[config.mk]
export PLATFORM = sky130hd
export DESIGN_NAME = instr_fetch_unit
export DESIGN_NICKNAME = d
export VERILOG_FILES = /design/src/rtl/lf_pkg.sv /design/src/rtl/branch_target_calc.sv /design/src/rtl/instr_fetch_unit.sv
export SDC_FILE = /design/constraint.sdc
export NUM_CORES = 1
export LEC_CHECK = 0
export CAP_MARGIN = 0
export CELL_PAD_IN_SITES_DETAIL_PLACEMENT = 0
export CELL_PAD_IN_SITES_GLOBAL_PLACEMENT = 1
export CORE_UTILIZATION = 40
export CTS_CLUSTER_SIZE = 8
export DETAILED_ROUTE_END_ITERATION = 8
export MAX_ROUTING_LAYER = met4
export PLACE_DENSITY = 0.95
export RECOVER_POWER = 100
export SYNTH_ARGS = -nofsm -noshare
export SYNTH_HDL_FRONTEND = slang
export SYNTH_SLANG_ARGS = --single-unit
[constraint.sdc]
create_clock -name clk -period 4.9 [get_ports clk]
set_input_delay 0.735 -clock clk [delete_from_list [all_inputs] [get_ports clk]]
set_output_delay 0.735 -clock clk [all_outputs]
set_load 0.05 [all_outputs]
[src/rtl/lf_pkg.sv]
// Shared fetch-stage definitions: widths, fetch FSM states, NOP encoding and
// the instruction/PC payload carried from fetch to decode.
package lf_pkg;

  localparam int unsigned PC_W    = 64;
  localparam int unsigned INSTR_W = 32;

  // LEGv8 NOP encoding
  localparam logic [INSTR_W-1:0] NOP = 32'hD503_201F;

  typedef enum logic [1:0] {
    IDLE  = 2'd0,
    FETCH = 2'd1,
    WAIT  = 2'd2,
    HOLD  = 2'd3
  } fetch_state_e;

  // Instruction word plus the PC it was fetched from
  typedef struct packed {
    logic [INSTR_W-1:0] instr;
    logic [PC_W-1:0]    pc;
  } fetch_pkt_t;

endpackage

[src/rtl/branch_target_calc.sv]
// Branch target adder: target = br_pc + (word offset << 2), wrapping at 2^PC_W.
// Ports:
//   br_pc_i     - PC of the resolving branch
//   br_offset_i - sign-extended word offset
//   target_c_o  - combinational branch target
module branch_target_calc
  import lf_pkg::*;
(
  input  logic [PC_W-1:0] br_pc_i,
  input  logic [PC_W-1:0] br_offset_i,
  output logic [PC_W-1:0] target_c_o
);

  // The shift drops the top two offset bits, which is the intended mod-2^64 wrap
  assign target_c_o = br_pc_i + (br_offset_i << 2);

endmodule

[src/rtl/instr_fetch_unit.sv]
// LEGv8 fetch stage: owns the PC, issues one outstanding imem request at a
// time, delivers instruction/PC pairs to decode and redirects on taken branches.
// Ports:
//   clk, rst                   - clock, synchronous active-high reset
//   imem_req/imem_addr         - one-cycle fetch request and its address
//   imem_rdata/imem_valid      - instruction memory response
//   br_taken/br_pc/br_offset   - branch redirect from execute
//   stall                      - decode back-pressure
//   if_instr/if_pc/if_valid    - output slot to decode
//   fetch_count                - instructions consumed by decode since reset
module instr_fetch_unit
  import lf_pkg::*;
#(
  parameter logic [PC_W-1:0] RESET_PC = '0
) (
  input  logic               clk,
  input  logic               rst,
  output logic               imem_req,
  output logic [PC_W-1:0]    imem_addr,
  input  logic [INSTR_W-1:0] imem_rdata,
  input  logic               imem_valid,
  input  logic               br_taken,
  input  logic [PC_W-1:0]    br_pc,
  input  logic [PC_W-1:0]    br_offset,
  input  logic               stall,
  output logic [INSTR_W-1:0] if_instr,
  output logic [PC_W-1:0]    if_pc,
  output logic               if_valid,
  output logic [31:0]        fetch_count
);

  localparam int unsigned CNT_W = 32;

  fetch_state_e      state_q, state_d;
  logic [PC_W-1:0]   pc_q, pc_d;
  logic              drop_q, drop_d;
  fetch_pkt_t        hold_q, hold_d;
  fetch_pkt_t        out_q, out_d;
  logic              if_valid_q, if_valid_d;
  logic              imem_req_q, imem_req_d;
  logic [PC_W-1:0]   imem_addr_q, imem_addr_d;
  logic [CNT_W-1:0]  fetch_count_q, fetch_count_d;

  logic              consume_c;
  logic              can_load_c;
  logic [PC_W-1:0]   target_c;

  branch_target_calc u_btc (
    .br_pc_i     (br_pc),
    .br_offset_i (br_offset),
    .target_c_o  (target_c)
  );

  assign consume_c  = if_valid_q && !stall;
  assign can_load_c = !if_valid_q || !stall;

  // State and datapath registers
  always_ff @(posedge clk) begin
    if (rst) begin
      state_q       <= IDLE;
      pc_q          <= RESET_PC;
      drop_q        <= 1'b0;
      hold_q        <= '0;
      out_q         <= '0;
      if_valid_q    <= 1'b0;
      imem_req_q    <= 1'b0;
      imem_addr_q   <= '0;
      fetch_count_q <= '0;
    end else begin
      state_q       <= state_d;
      pc_q          <= pc_d;
      drop_q        <= drop_d;
      hold_q        <= hold_d;
      out_q         <= out_d;
      if_valid_q    <= if_valid_d;
      imem_req_q    <= imem_req_d;
      imem_addr_q   <= imem_addr_d;
      fetch_count_q <= fetch_count_d;
    end
  end

  // Next-state and datapath logic
  always_comb begin
    state_d       = state_q;
    pc_d          = pc_q;
    drop_d        = drop_q;
    hold_d        = hold_q;
    out_d         = out_q;
    if_valid_d    = if_valid_q;
    fetch_count_d = fetch_count_q;
    imem_req_d    = 1'b0;
    imem_addr_d   = '0;

    // A consumed slot empties unless something reloads it below
    if (consume_c) begin
      if_valid_d = 1'b0;
    end
    // A slot flushed by a redirect in the same cycle is not counted
    if (consume_c && !br_taken) begin
      fetch_count_d = fetch_count_q + CNT_W'(1);
    end

    case (state_q)
      IDLE:  state_d = FETCH;
      FETCH: state_d = WAIT;
      WAIT: begin
        if (imem_valid) begin
          if (drop_q) begin
            // Wrong-path response; pc already points at the target
            drop_d  = 1'b0;
            state_d = FETCH;
          end else if (can_load_c) begin
            out_d      = '{instr: imem_rdata, pc: pc_q};
            if_valid_d = 1'b1;
            pc_d       = pc_q + PC_W'(4);
            state_d    = FETCH;
          end else begin
            hold_d  = '{instr: imem_rdata, pc: pc_q};
            pc_d    = pc_q + PC_W'(4);
            state_d = HOLD;
          end
        end
      end
      HOLD: begin
        if (can_load_c) begin
          out_d      = hold_q;
          if_valid_d = 1'b1;
          state_d    = FETCH;
        end
      end
      default: state_d = IDLE;
    endcase

    // Redirect overrides everything above, including back-pressure
    if (br_taken) begin
      pc_d       = target_c;
      out_d      = out_q;
      if_valid_d = 1'b0;
      hold_d     = '0;
      case (state_q)
        FETCH: begin
          drop_d  = 1'b1;
          state_d = WAIT;
        end
        WAIT: begin
          // A response landing with the branch is simply discarded
          drop_d  = !imem_valid;
          state_d = imem_valid ? FETCH : WAIT;
        end
        HOLD: begin
          drop_d  = 1'b0;
          state_d = FETCH;
        end
        default: ;
      endcase
    end

    // Registered request: asserted for the whole cycle spent in FETCH
    imem_req_d  = (state_d == FETCH);
    imem_addr_d = imem_req_d ? pc_d : '0;
  end

  assign imem_req    = imem_req_q;
  assign imem_addr   = imem_addr_q;
  assign if_instr    = out_q.instr;
  assign if_pc       = out_q.pc;
  assign if_valid    = if_valid_q;
  assign fetch_count = fetch_count_q;

endmodule

==> results of run 1 <==
## final timing paths
kind	start	end	slack [ns]	cells past startpoint
min reg2reg	hold_q[30]	hold_q[30]	0.45	2
max	br_pc[2]	imem_addr[56]	0.66	13
max reg2reg	state_q[1]	imem_addr[56]	0.96	7
min	rst	state_q[1]	0.43	2
## per-layer routing
layer / track usage / vias to the layer above / part of all wire
met1: 0.349 / 8313 / 0.46
li1: - / 8621 / -
met4: 0.0844 / 0 / 0.031
met3: 0.0333 / 116 / 0.073
met2: 0.379 / 763 / 0.44
met5: - / - / 0
## cells by family (layout without fill, tap and decap cells)
logic type | count (synthesis) | count (layout) | synth area share
AO/OA/AOI/OAI | 531 | 531 | 0.194
XOR/XNOR | 128 | 128 | 0.0623
adder cells (fa/ha/maj) | 64 | 64 | 0.0449
buffers and inverters | 191 | 462 | 0.0407
flip-flops | 357 | 357 | 0.397
multiplexers | 13 | 13 | 0.00738
other | 0 | 1 | 0
AND/OR/NAND/NOR | 1028 | 1028 | 0.253
## worst max-delay path, delay by kind of cell
kind / cells / cell delay (ns)
compound gates: 7 / 1.93
fa+ha+maj: 2 / 0.65
buf+inv: 2 / 0.78
mux: 1 / 0.38
simple gates: 1 / 0.12
## where the power goes
group	switching [uW]	internal, uW	total (uW)	leakage, uW
clock network	1200	1840	3040	0.000653
registers	173	3050	3230	0.00291
logic	1050	574	1630	0.00520
total	2430	5470	7900	0.00876
## layout make-up
cell class | count | share of cell area
Antenna cell | 1 | 0.000108
Clock buffer | 55 | 0.0562
Clock inverter | 2 | 0.00141
Inverter | 31 | 0.00503
Multi-Input combinational cell | 1764 | 0.436
Sequential cell | 357 | 0.309
Tap cell | 592 | 0.0320
Timing Repair Buffer | 374 | 0.160
## flip-flops by register name, indices dropped and copies added, names as in the netlist
register	count
drop_q	1
fetch_count	32
hold_q	96
if_instr	32
if_pc	64
if_valid	1
imem_addr	64
imem_req	1
pc_q	64
state_q	2
## cell usage in the layout (no fill, tap or decap), types with 13 or more instances in the layout
cell type,netlist,final
a311oi_1,96,96
nand3_1,147,147
dlygate4sd3_1,0,197
nor3_1,20,21
xor2_1,66,66
nand2_1,411,410
and3_1,24,24
clkbuf_16,0,51
nand4_1,41,41
ha_1,63,63
a21oi_1,221,221
o21ai_0,57,61
o21bai_1,12,13
a211oi_1,29,29
clkdlybuf4s50_1,0,157
xnor2_1,62,62
nor2_1,297,297
inv_1,31,31
dfxtp_1,357,355
or3_1,21,21
a21o_1,29,29
## stage by stage
step           hold WS (ns)  cells  setup WS, ns  area (um2)   util
6_report              0.431   3176         0.664       23100  0.522
5_1_grt               0.420   3175         0.485       23100  0.522
4_1_cts               0.407   3175          1.17       23200  0.524
3_5_place_dp          0.447   3118         0.599       21900  0.494
3_3_place_gp          0.441   3118         0.656       21900  0.494
2_1_floorplan         0.437   2312          1.52       18000      -
==> results.ini, run 1 <==
[synthesis]
synthFlopType = dfxtp_1
syn_avg_cell_area_um2 = 7.78
synth_top_area_cell = dfxtp_1
synth-seq-cells = 357
synth_edf_count = 0
yosys_warnings = 0
synth.top_cells.by_count = nand2_1 (411), dfxtp_1 (357), nor2_1 (297)
netlist.area_leader.share = 0.397
synth_cell_types = 79
async_flop_share = 0
synth_area_leaders = dfxtp_1 (40%), nand2_1 (8.6%), nor2_1 (6.2%)
syn_nets = 2541
ys_seq_area_frac = 0.397
synth.most_common_cell = nand2_1
synth_area_um2 = 18000
postSynthCellCount = 2312

[timing]
hold_viol = 0
slew_headroom = -0.467
tightest_slew_ns = 2.20
setup-tns-final_ns = 0
period_share = 0.865
fmax_ghz = 0.236
setup_viol = 0
grt_setup_unrepaired = false
fin_worst_skew_ns = 0.0175
maxSlewViolCount = 362
fin_crit_ns = 4.24

[final_layout]
regArea_um2 = 7150
fillers = 4131
multi_input_area_um2 = 10100
nNetsFinal = 2807
syn2layout_area_growth_pct = 28.7
layout-drive-gt1-share = 0.0364

[power]
pwr_density_cell_nw_per_um2 = 341
leakage_uw = 0.00876
ir_drop_mv = 0.266
power.total_uw = 7900

[global_routing]
grt_pass1_vias = 16600
grt_antenna_before_repair = 0
grt_pass1_wl_mm = 91.6
overflow = 0
grt_util_all_layers = 0.253
grt_max_degree = 105

[critical_path]
crit_slowest_cell = dlygate4sd3_1
critPathMaxStageDelay_ns = 0.56
critPathLaunchType = primary input
cp_max_fo = 4
arrival_ns = 4.59
endpoint_kind = flop
crit_chain = dlygate4sd3_1 -> ha_1 -> fa_1 -> a21oi_1 -> o221ai_1 -> a41oi_1 -> clkbuf_1 -> o2111ai_1 -> o211ai_1 -> o21ai_2 -> a211oi_2 -> mux2i_1 -> nor3_1
crit_type = in2reg
worstPathRequired_ns = 5.25

[detailed_routing]
firstDrtPassIters = 6
drt_iter0_markers = 1531
wl_mm = 58.8
num_vias = 17800
wl_per_cell_um = 18.5
drtAntennaViolNets = 0
drc = 0
vias_per_cell = 5.61

[status]
status = finished with violations
violations = max-capacitance violations, max-slew violations

[flow_run]
drv_cap = 5

[placed_design]
dp_hpwl_mm = 41.6
place.gp.congestion = 0.916
io_buffers = 356

[floorplanning]
coreArea_um2 = 44300
ios = 359
die_y_um = 214
start_util = 0.406
die_area_um2 = 45800
row_count = 77
die_w_um = 214

[clock_network]
cts_tree = yes
cts-buffers-inserted = 50
root_buffer = clkbuf_16
cts_buffer_depth = 3
cts_setup_buffers = 0
cts_hold_buf = 0
post_cts_resized = 0
cts.sinks = 357
clk_latency_ns = 0.55
cts.clk_slew.worst_paths_ns = 0.05
htreeDepth = 2

[min_path]
hold_class = in2reg

Power figures use the tool's default switching activity.
==> run 2: changes to the inputs <==
Settings changed: CORE_MARGIN from default to 2.
==> run 2 against run 1 <==
The flow still finishes with violations (max-capacitance violations, max-slew violations). Via count decreased by 0.12%. Clock skew decreased by 0.0059 ns. Hold slack improved by 0.021 ns. Final area decreased by 0.11%. Sequential power about the same. Largest power group unchanged. Highest routed layer unchanged.
==> results.ini, run 2 (synthesis gave the netlist of run 1 again) <==
[global_routing]
grt_pass1_wl_mm = 90.4  ; -1.3%
grt_max_degree = 97  ; -7.6%
grt_pass1_vias = 16300  ; -1.4%
grt_antenna_before_repair = 1  ; +1
grt_util_all_layers = 0.246  ; -0.00677
overflow = 0  ; unchanged

[clock_network]
cts_setup_buffers = 0  ; unchanged
htreeDepth = 2  ; unchanged
root_buffer = clkbuf_16
cts_tree = yes
cts-buffers-inserted = 50  ; unchanged
cts.clk_slew.worst_paths_ns = 0.05  ; about the same
cts.sinks = 357  ; unchanged
post_cts_resized = 0  ; unchanged
clk_latency_ns = 0.55  ; about the same
cts_hold_buf = 0  ; unchanged
cts_buffer_depth = 3  ; unchanged

[floorplanning]
ios = 359  ; unchanged
coreArea_um2 = 44300  ; unchanged
die_area_um2 = 46700  ; +1.9%
row_count = 77  ; unchanged
die_w_um = 216  ; +0.93%
die_y_um = 216  ; +0.93%
start_util = 0.406  ; unchanged

[timing]
grt_setup_unrepaired = false
fmax_ghz = 0.247  ; +4.6%
slew_headroom = -0.698  ; -0.232
setup-tns-final_ns = 0  ; unchanged
setup_viol = 0  ; unchanged
fin_crit_ns = 4.05  ; -0.188 ns
fin_worst_skew_ns = 0.0117  ; -0.00587 ns
period_share = 0.826  ; -0.0383
hold_viol = 0  ; unchanged
maxSlewViolCount = 362  ; unchanged
tightest_slew_ns = 2.55  ; +0.347 ns

[final_layout]
nNetsFinal = 2809  ; +0.071%
layout-drive-gt1-share = 0.0364  ; unchanged
design_area_um2 = 23100  ; -0.11%
largest_reg_flops = 96  ; unchanged
final_cell_mix = nand2_1 (410), dfxtp_1 (356), nor2_1 (297)
final_common_cell = nand2_1
syn2layout_area_growth_pct = 28.5
top_register = hold_q

[placed_design]
dpl_cell_area_um2 = 21900  ; about the same
io_buffers = 356  ; unchanged
dp_hpwl_mm = 41.6  ; about the same
place.gp.congestion = 0.950  ; +3.7%

[power]
p_seq_frac = 0.411  ; +0.002
switching_share = 0.305  ; -0.00256
pwr_density_cell_nw_per_um2 = 340  ; -0.49%
combPwrFrac = 0.208  ; +0.002
leakage_uw = 0.00875  ; -0.10%
internal-power_uw = 5460  ; -0.23%
p_clk_frac = 0.381  ; -0.004
switching_power_uw = 2390  ; -1.4%
ir_drop_mv = 0.232  ; -13%

[status]
status = finished with violations
violations = max-capacitance violations, max-slew violations

[critical_path]
critPathLaunchType = primary input
endpoint_kind = flop
crit_type = in2reg
crit_chain = clkdlybuf4s50_1 -> ha_1 -> fa_1 -> a21oi_1 -> o221ai_1 -> a41oi_1 -> buf_4 -> o2111ai_2 -> o211ai_1 -> o21ai_0 -> a21oi_1 -> nor4b_1 -> a211o_1
crit_top_cell = a21oi_1
crit_slowest_cell = a21oi_1
worstPathRequired_ns = 5.33  ; +0.08 ns
cp_max_fo = 4  ; unchanged
critPathMaxStageDelay_ns = 0.42  ; -0.14 ns
r2r_slack_ns = 0.89  ; -0.07 ns
arrival_ns = 4.48  ; -0.11 ns
r2r_cells = 7  ; unchanged

[detailed_routing]
vias_per_cell = 5.60  ; -0.12%
num_vias = 17800  ; -0.12%
firstDrtPassIters = 7  ; +1
drt_iter0_markers = 1391  ; -9.1%
wl_mm = 58.1  ; -1.3%
drtAntennaViolNets = 0  ; unchanged
wl_per_cell_um = 18.3  ; -1.3%
drc = 0  ; unchanged

[min_path]
hold_class = reg2reg
hold_path_depth = 2  ; unchanged

[flow_run]
drv_cap = 5  ; unchanged

==> run 2: final timing paths <==
check        startpoint            end
max reg2reg  state_q[0]  imem_addr[35]
max            br_pc[2]       pc_q[48]
min           hold_q[7]      hold_q[7]
min reg2reg   hold_q[7]      hold_q[7]
==> run 2: per-layer routing <==
metal,track usage,routed length (um),part of all wire
met1,0.348,27000,0.46
met2,0.367,25500,0.44
met3,0.0266,3920,0.067
met4,0.0779,1720,0.030
met5,-,0,0
==> run 2: critical path, delay by kind of cell <==
kind | cells | cell delay, ns
compound gates | 8 | 2.43
fa+ha+maj | 2 | 0.64
buf+inv | 2 | 0.57
simple gates | 1 | 0.10
==> run 2: power groups by stage <==
stage	clock [uW]	sequential, uW	combinational [uW]
global placement	0	3270	1630
detailed placement	0	3280	1640
global route	3190	3240	1750
CTS	3060	3220	1650
floorplan	0	3500	796
finish	2990	3220	1630
==> run 2: cell type report <==
class / instances / area [um2]
Fill cell: 4166 / 21200
Multi-Input combinational cell: 1764 / 10100
Sequential cell: 357 / 7150
Timing Repair Buffer: 376 / 3680
Clock buffer: 54 / 1300
Tap cell: 592 / 741
Inverter: 31 / 116
Clock inverter: 1 / 8.76
Antenna cell: 1 / 2.50
==> run 2: stage by stage <==
stage	hold WS (ns)	instances	setup WS, ns	util	total power [uW]
6_report	0.452	3176	0.851	0.521	7850
5_1_grt	0.471	3176	0.550	0.521	8170
4_1_cts	0.453	3175	1.21	0.523	7940
3_5_place_dp	0.447	3120	0.660	0.494	4920
3_3_place_gp	0.441	3120	0.665	0.494	4910
2_1_floorplan	0.437	2312	1.52	-	4290
